**src/rtl/counter_pkg.sv**
```systemverilog
// Shared definitions for the board counter blocks: FSM state codes, BCD limits
// and the preset clamp rule.
package counter_pkg;

  localparam logic [1:0] StIdle  = 2'd0;
  localparam logic [1:0] StRun   = 2'd1;
  localparam logic [1:0] StPause = 2'd2;
  localparam logic [1:0] StDone  = 2'd3;

  localparam logic [3:0] BCD_MAX  = 4'd9;
  localparam logic [3:0] BCD_ZERO = 4'd0;

  // A switch nibble above 9 is not a BCD digit; treat it as 9.
  function automatic logic [3:0] bcd_clamp(input logic [3:0] nib);
    return (nib > BCD_MAX) ? BCD_MAX : nib;
  endfunction

endpackage

```
**src/rtl/bcd_digit_down.sv**
```systemverilog
// One BCD digit that counts down 9..0 and wraps to 9 with a borrow.
module bcd_digit_down
  import counter_pkg::*;
(
  input  logic       clk,
  input  logic       rst_n,
  input  logic       dec,
  input  logic       load,
  input  logic [3:0] d,
  output logic [3:0] q,
  output logic       borrow
);

  logic [3:0] r_q;

  always_ff @(posedge clk) begin
    if (!rst_n) begin
      r_q <= BCD_ZERO;
    end else if (load) begin
      r_q <= d;
    end else if (dec) begin
      r_q <= (r_q == BCD_ZERO) ? BCD_MAX : r_q - 4'd1;
    end
  end

  assign q      = r_q;
  assign borrow = dec && (r_q == BCD_ZERO);

endmodule

```
**src/rtl/countdown_bcd_99.sv**
```systemverilog
// Two-digit BCD down counter (99..00) with prescaler, pause/resume and a
// one-cycle done pulse on reaching 00.
module countdown_bcd_99
  import counter_pkg::*;
#(
  parameter int unsigned DIV = 50_000_000,
  parameter int unsigned CW  = 26
) (
  input  logic       clock_50,
  input  logic       reset_n,
  input  logic       load,
  input  logic [7:0] load_val,
  input  logic       start,
  input  logic       pause,
  output logic [3:0] tens,
  output logic [3:0] ones,
  output logic       running,
  output logic       done
);

  localparam logic [CW-1:0] PrescLast = CW'(DIV - 1);

  logic [1:0]    r_state, w_state_d;
  logic [CW-1:0] r_presc, w_presc_d;
  logic          r_done, w_done_d;
  logic          w_tick, w_dec, w_at_one;
  logic          w_borrow_ones, w_borrow_tens;
  logic [3:0]    w_tens, w_ones;

  assign w_tick   = (r_presc == PrescLast);
  assign w_at_one = (w_tens == BCD_ZERO) && (w_ones == 4'd1);

  always_comb begin
    w_state_d = r_state;
    w_presc_d = r_presc;
    w_done_d  = 1'b0;
    w_dec     = 1'b0;
    if (load) begin
      w_state_d = StIdle;
      w_presc_d = '0;
    end else begin
      case (r_state)
        StIdle: begin
          if (start) begin
            if (w_tens == BCD_ZERO && w_ones == BCD_ZERO) begin
              w_state_d = StDone;
              w_done_d  = 1'b1;
            end else begin
              w_state_d = StRun;
              w_presc_d = '0;
            end
          end
        end
        StRun: begin
          // Pause beats a coincident tick; the prescaler is frozen as-is.
          if (pause) begin
            w_state_d = StPause;
          end else if (w_tick) begin
            w_presc_d = '0;
            w_dec     = 1'b1;
            if (w_at_one) begin
              w_state_d = StDone;
              w_done_d  = 1'b1;
            end
          end else begin
            w_presc_d = r_presc + CW'(1);
          end
        end
        StPause: begin
          if (start) w_state_d = StRun;
        end
        default: ;
      endcase
    end
  end

  always_ff @(posedge clock_50) begin
    if (!reset_n) begin
      r_state <= StIdle;
      r_presc <= '0;
      r_done  <= 1'b0;
    end else begin
      r_state <= w_state_d;
      r_presc <= w_presc_d;
      r_done  <= w_done_d;
    end
  end

  bcd_digit_down u_ones (
    .clk    (clock_50),
    .rst_n  (reset_n),
    .dec    (w_dec),
    .load   (load),
    .d      (bcd_clamp(load_val[3:0])),
    .q      (w_ones),
    .borrow (w_borrow_ones)
  );

  bcd_digit_down u_tens (
    .clk    (clock_50),
    .rst_n  (reset_n),
    .dec    (w_borrow_ones),
    .load   (load),
    .d      (bcd_clamp(load_val[7:4])),
    .q      (w_tens),
    .borrow (w_borrow_tens)
  );

  // The FSM stops at 01 -> 00, so the tens digit must never be asked to borrow.
  always_ff @(posedge clock_50) begin
    if (reset_n) assert (!w_borrow_tens);
  end

  assign tens    = w_tens;
  assign ones    = w_ones;
  assign running = (r_state == StRun);
  assign done    = r_done;

endmodule

```
**config.mk**
```make
export PLATFORM = sky130hd
export DESIGN_NAME = countdown_bcd_99
export DESIGN_NICKNAME = d
export VERILOG_FILES = /design/src/rtl/counter_pkg.sv /design/src/rtl/bcd_digit_down.sv /design/src/rtl/countdown_bcd_99.sv
export SDC_FILE = /design/constraint.sdc
export NUM_CORES = 1
export LEC_CHECK = 0
export CAP_MARGIN = 40
export CORE_MARGIN = 1.5
export CORE_UTILIZATION = 45
export CTS_BUF_LIST = sky130_fd_sc_hd__clkbuf_4 sky130_fd_sc_hd__clkbuf_8
export CTS_CLUSTER_SIZE = 14
export DETAILED_ROUTE_END_ITERATION = 8
export GPL_TIMING_DRIVEN = 0
export PLACE_DENSITY = 0.68
export SYNTH_ARGS = -nofsm -noshare
export SYNTH_HDL_FRONTEND = slang
export SYNTH_SLANG_ARGS = --single-unit
```
**constraint.sdc**
```tcl
create_clock -name clock_50 -period 2 [get_ports clock_50]
set_input_delay 0.2 -clock clock_50 [delete_from_list [all_inputs] [get_ports clock_50]]
set_output_delay 0.2 -clock clock_50 [all_outputs]
set_load 0.03 [all_outputs]
```
# Yosys cells after proc, flatten, opt, wreduce, memory -nomap -nowiden

Index checks and enable logic that the tools add are counted.

Bits in registers: 37
Bits of input ports: 13
Output and inout port bits: 10
Logic and storage cells: 64

Add/subtract/negate cells: 3
Order comparisons: 2
Equality and inequality tests: 10
Muxes and demuxes: 30
Bitwise operators: 1
Reduce and logical (&&, ||, !) cells: 13

Operator list:

| kind                                                  | count |
|---|---|
| 2-to-1 mux 26 bit                                     | 4 |
| one-hot mux 26 bit (2 select lines)                   | 1 |
| 2-to-1 mux 4 bit                                      | 8 |
| adder 26 x 1 -> 26 bit, second input constant         | 1 |
| equality test 26 bit, second input constant           | 1 |
| 2-to-1 mux 2 bit                                      | 6 |
| 2-to-1 mux 1 bit                                      | 9 |
| greater-than comparator 4 bit, second input constant  | 2 |
| logical NOT 4 bit                                     | 2 |
| inequality test 2 bit, second input constant          | 4 |
| subtractor 4 x 1 -> 4 bit, second input constant      | 2 |
| inequality test 3 x 2 -> 1 bit, second input constant | 2 |
| one-hot mux 2 bit (3 select lines)                    | 1 |
| nonzero test 2 bit                                    | 3 |
| AND reduction 5 bit                                   | 1 |
| equality test 4 x 1 -> 1 bit, second input constant   | 1 |
| AND reduction 4 bit                                   | 1 |
| logical AND 1 bit                                     | 3 |
| nonzero test 3 bit                                    | 1 |
| equality test 2 x 1 -> 1 bit, second input constant   | 1 |
| equality test 2 bit, second input constant            | 1 |
| logical NOT 2 bit                                     | 1 |
| one-hot mux 1 bit (2 select lines)                    | 1 |
| OR reduction 2 bit                                    | 1 |
| inverter 1 bit                                        | 1 |

# Longest topological paths before layout

Depth after elaboration: 8
Gate-level depth with buffers: 9

# Hierarchy

From an unflattened synthesis, not the netlist that was laid out.

Cell total of the unflattened synthesis: 268
Area total of the unflattened synthesis: 2199.6 µm²

Modules (own cells, without submodules):

| module           | times used | cells each | area an instance (µm²) |
|---|---|---|---|
| countdown_bcd_99 | 1          | 222        | 1779.2 |
| bcd_digit_down   | 2          | 23         | 210.2 |

# Worst setup path before layout

No wires, ideal clock.

Kind: register -> register
From: register r_state[1]
To: register r_presc[18]
Library setup time: 0.070 ns
Data arrival time: 2.073 ns
Required time: 1.930 ns
Setup slack: -0.143 ns
Stages on the path, launching flop included: 8
Path through: dfxtp_1 -> inv_1 -> ha_1 -> nand2b_1 -> a21boi_1 -> a2111o_1 -> or3_1 -> a21oi_1

Cells in the longest elaborated chain, start to end: 3
Elaborated cells between the ends (all ways): 8

RTL lines:

| item                                                                                | RTL line               | source |
|---|---|---|
| from (decl)                                                                         | countdown_bcd_99.sv:23 | `logic [1:0] r_state, w_state_d;` |
| from (signal assigned)                                                              | countdown_bcd_99.sv:79 | `r_state <= StIdle;` |
| from (signal assigned)                                                              | countdown_bcd_99.sv:83 | `r_state <= w_state_d;` |
| equality test 2 x 1 -> 1 bit (*)                                                    | -                      |  |
| via running                                                                         | countdown_bcd_99.sv:17 | `output logic running,` |
| inequality test 2 bit (no source line) / nonzero test 2 bit (equally long branches) | -                      |  |
| AND reduction 4 bit (no source line)                                                | -                      |  |
| to (signal assigned)                                                                | countdown_bcd_99.sv:84 | `r_presc <= w_presc_d;` |
| to (decl)                                                                           | countdown_bcd_99.sv:24 | `logic [CW-1:0] r_presc, w_presc_d;` |

Mark *: on every way through the listed nets, which the timed path passes. The rest lies on a longest branch.
A chain may end at the register's enable or synchronous reset.

# Final worst setup path

From: register r_state[1]
To: register r_presc[11]

Cells in the longest elaborated chain, start to end: 3
Elaborated cells between the ends (all ways): 8

RTL lines:

| item                                                                                | RTL line               | source |
|---|---|---|
| equality test 2 x 1 -> 1 bit / logical NOT 2 bit (equally long branches)            | countdown_bcd_99.sv:42 | `case (r_state)` |
| inequality test 2 bit (no source line) / nonzero test 2 bit (equally long branches) | -                      |  |
| AND reduction 4 bit (no source line)                                                | -                      |  |

Several ways; a longest one is shown, not always the timed one.

==> flow_summary.yaml <==
power:
  p_leak_nw: 1.001
  power_frac_comb_pct: 24.5
  pwr-share-clk_pct: 32.7
  power.internal_mw: 1.274
  seqPwrFrac_pct: 42.8
  power.switching_mw: 0.5122
  ir_drop_mv: 0.3282
  switching_share_pct: 28.68
  powerDensity_nw_per_um2: 566.9
cts:
  hold_buffers: 0
  cts_num_sinks: 37
  cts_tree: "yes"
  path_clk_slew_ns: 0.07
  root_buffer: "clkbuf_8"
  clk_latency_ns: 0.29
  cts_buffer_depth: 2
  htree_levels: 2
  cts_buffers: 5
logic_synthesis:
  synthFlopType: "dfxtp_1"
  async_flop_share_pct: 0
  synth-warning-count: 0
  ys_ff_latch: 37
  synth_area_leader_cell: "dfxtp_1"
  synth_area_leaders: "dfxtp_1 (34%), a21oi_1 (5.9%), nand2_1 (4.1%), nand4_1 (3.4%), o31ai_1 (3.4%)"
  syn_nets: 288
  syn-cell-area_sq_um: 2192
  yosys.area.top_type_share_pct: 33.79
  synth_cell_type_count: 50
  synth_edf_count: 0
  synth.avg_cell_area_sq_um: 8.119
  syn_inst: 270
  ys_seq_area_share_pct: 33.79
setup_path:
  crit_arrival_ns: 2.21
  path_max_fanout: 7
  path_class: "reg -> reg"
  reg2reg_slack_ns: 0.003
  r2r_end: "r_presc[11]$_SDFFE_PP0P_"
  required_ns: 2.22
  timing.rr.start: "r_state[1]$_SDFFE_PP0P_"
  worstRegToRegCells: 8
  crit_path_end_kind: "register"
  worstSetupStartpointType: "register"
drt:
  drc: 0
  antenna_left: 0
  dr_total_vias: 2342
  finalWirelength_um: 6338
  viasPerCell: 6.099
  drt_iter0_drc: 159
  dr.pass1.iters: 5
  routedWlPerCell_um: 16.51
final_layout:
  layout.cells.non_filler: 384
  fill_cells: 388
  diodes: 0
  regArea_sq_um: 779.5
  multi_input_area_sq_um: 1569
  syn2layout_area_growth_pct: 43.72
  layout.nets: 347
  drive_gt1_share_pct: 33.94
die:
  ios: 23
  fp.dieH_um: 72.80
  die_w_um: 72.80
  start_util_pct: 46.72
  die_area_sq_um: 5299
  core.rowCount: 25
  design.core.area_sq_um: 4692
timing:
  finalSetupViolCount: 0
  hold_violations: 0
  fmax_mhz: 500.9
  skew_ns: 0.008113
  rsz0062_at_grt: "true"
  finalCriticalPeriod_ns: 1.997
  max_slew.worst_pin.slew_ns: 0.6115
  period_share_pct: 99.83
  worst_slack_ns: 0.003442
  slew_viol_final: 0
  slew_headroom_pct: 59.23
global_route:
  grt_use_total_pct: 23.62
  grt_antenna_before_repair: 0
  grt_pass1_wl_um: 9687
  grt_pass1_vias: 2036
  gr-total-overflow: 0
  grt_max_degree: 12
placement:
  io_buffers: 21
  gp_congestion: 0.9169
  place_hpwl_um: 4033
  place_inst: 345
  post-place-ws_ns: -0.3795
flow_run:
  cap_violations: 0
hold_path:
  min_from: "reset_n"
  holdPathEnd: "u_tens.q[0]$_SDFFE_PN0P_"
  hp-class: "in -> reg"
  hold_depth: 2
outcome:
  status: "complete, no violations"
-- per-stage QoR --
stage | util, % | power (mW) | cell area (sq um) | hold slack, ns | setup TNS (ns)
finish | 67.15 | 1.786 | 3151 | 0.2878 | 0
global route | 67.15 | 1.860 | 3151 | 0.3121 | -1.200
CTS | 58.80 | 1.693 | 2759 | 0.2766 | -0.02319
detailed placement | 52.99 | 1.067 | 2486 | 0.4848 | -8.677
floorplan | - | 0.9689 | 2208 | 0.3690 | 0
global placement | 52.99 | 1.065 | 2486 | 0.4769 | -8.392
-- cell families (layout without fill, tap and decap cells) --
| kind of cell | Yosys count | count (layout) | synth area share, % |
|---|---|---|---|
| compound gates | 79 | 80 | 23.63 |
| xor+xnor | 4 | 4 | 1.598 |
| fa+ha+maj | 5 | 5 | 2.854 |
| buf+inv | 24 | 83 | 5.194 |
| flops | 37 | 37 | 33.79 |
| mux | 3 | 3 | 1.370 |
| simple gates | 118 | 118 | 31.56 |
-- worst max path at each step --
stage	from	end	slack, ns
final	r_state[1]$_SDFFE_PP0P_	r_presc[11]$_SDFFE_PP0P_	0.003
after global routing	r_presc[8]$_SDFFE_PP0P_	r_presc[5]$_SDFFE_PP0P_	-0.07
after CTS	r_presc[5]$_SDFFE_PP0P_	r_presc[15]$_SDFFE_PP0P_	-0.009
after detailed placement	r_presc[8]$_SDFFE_PP0P_	r_presc[9]$_SDFFE_PP0P_	-0.38
after global placement	r_presc[8]$_SDFFE_PP0P_	r_presc[9]$_SDFFE_PP0P_	-0.37
after floorplan	u_tens.q[0]$_SDFFE_PN0P_	r_state[1]$_SDFFE_PP0P_	0.006
-- cell type report --
| type | count | share of cell area (%) |
|---|---|---|
| buffer | 12 | 3.693 |
| clock buffer | 7 | 3.058 |
| clock inverter | 1 | 0.1589 |
| inverter | 11 | 1.430 |
| multi-input combinational | 210 | 49.80 |
| sequential | 37 | 24.74 |
| tap | 54 | 2.145 |
| timing repair buffer | 52 | 14.97 |
-- power groups by stage --
stage          combinational, mW  sequential [mW]  clock (mW)
2_1_floorplan              0.168            0.801           0
3_3_place_gp               0.279            0.786           0
5_1_grt                    0.468            0.766       0.626
3_5_place_dp               0.281            0.786           0
6_report                   0.438            0.764       0.585
4_1_cts                    0.327            0.768       0.598
-- Yosys cell counts (all sizes together), types with 2 or more instances --
cell type	n
nand2	24
nand3	12
xnor2	4
or3	8
nor2	13
and3	4
a31oi	3
o21bai	2
a211oi	3
o211ai	2
or2	2
nor3	3
nand4b	4
nor4b	3
o31a	2
and4	4
o31ai	10
or4	11
dfxtp	37
o21ai	20
nor2b	3
nand4	12
ha	5
and2	2
nand3b	5
clkbuf	4
nand2b	2
a2111oi	2
mux2i	3
a21oi	26
nor4	5
buf	9
inv	11
-- cells in the final DEF, fill, tap and decap left out, types with 3 or more instances in the layout --
cell,netlist,final
a21oi_1,26,15
a21oi_2,0,11
and3_1,4,3
and4_1,4,4
buf_4,0,27
buf_6,2,8
clkbuf_4,0,3
clkbuf_8,0,7
clkdlybuf4s50_1,0,21
dfxtp_1,37,18
dfxtp_2,0,13
dfxtp_4,0,6
ha_4,0,3
inv_1,11,9
mux2i_1,3,3
nand2_1,24,22
nand3_1,12,12
nand3b_1,5,5
nand4_1,12,12
nand4b_1,4,4
nor2_1,13,13
nor2b_1,3,3
o21ai_0,10,7
o21ai_1,8,9
o31ai_1,10,10
or3_1,8,8
or4_1,10,7
or4_4,1,4
xnor2_1,4,4
-- sequential cells by signal, summed over array words and instances, names as in the netlist --
register,count
done,1
r_presc,26
r_state,2
u_ones.q,4
u_tens.q,4
-- metal layers --
layer  vias up  share of wire (%)  track usage, %
met1      1112                 46           32.93
met5         -                  0               0
met4         0                2.2           9.224
met2        62                 46           35.78
met3        14                4.9           4.834
li1       1154                  -               -
-- timing repair --
| item | CTS | global route |
|---|---|---|
| gates cloned | 1 | 3 |
| pin swaps | 8 | 14 |
| setup buffers | 9 | 19 |
| resized for setup | 30 | 63 |
| hold endpoints to repair | 0 | 0 |
| endpoints found under the setup margin | 34 | 35 |
-- critical path, cell delays in order (launching register included) --
cell and delay (ns):
dfxtp_2 0.35, inv_2 0.09, ha_4 0.21, nand2b_4 0.07
a21boi_4 0.17, a21o_4 0.23, buf_4 0.14, or4_1 0.50
a21oi_1 0.15
Note: power is estimated with default switching activity, not from simulation.
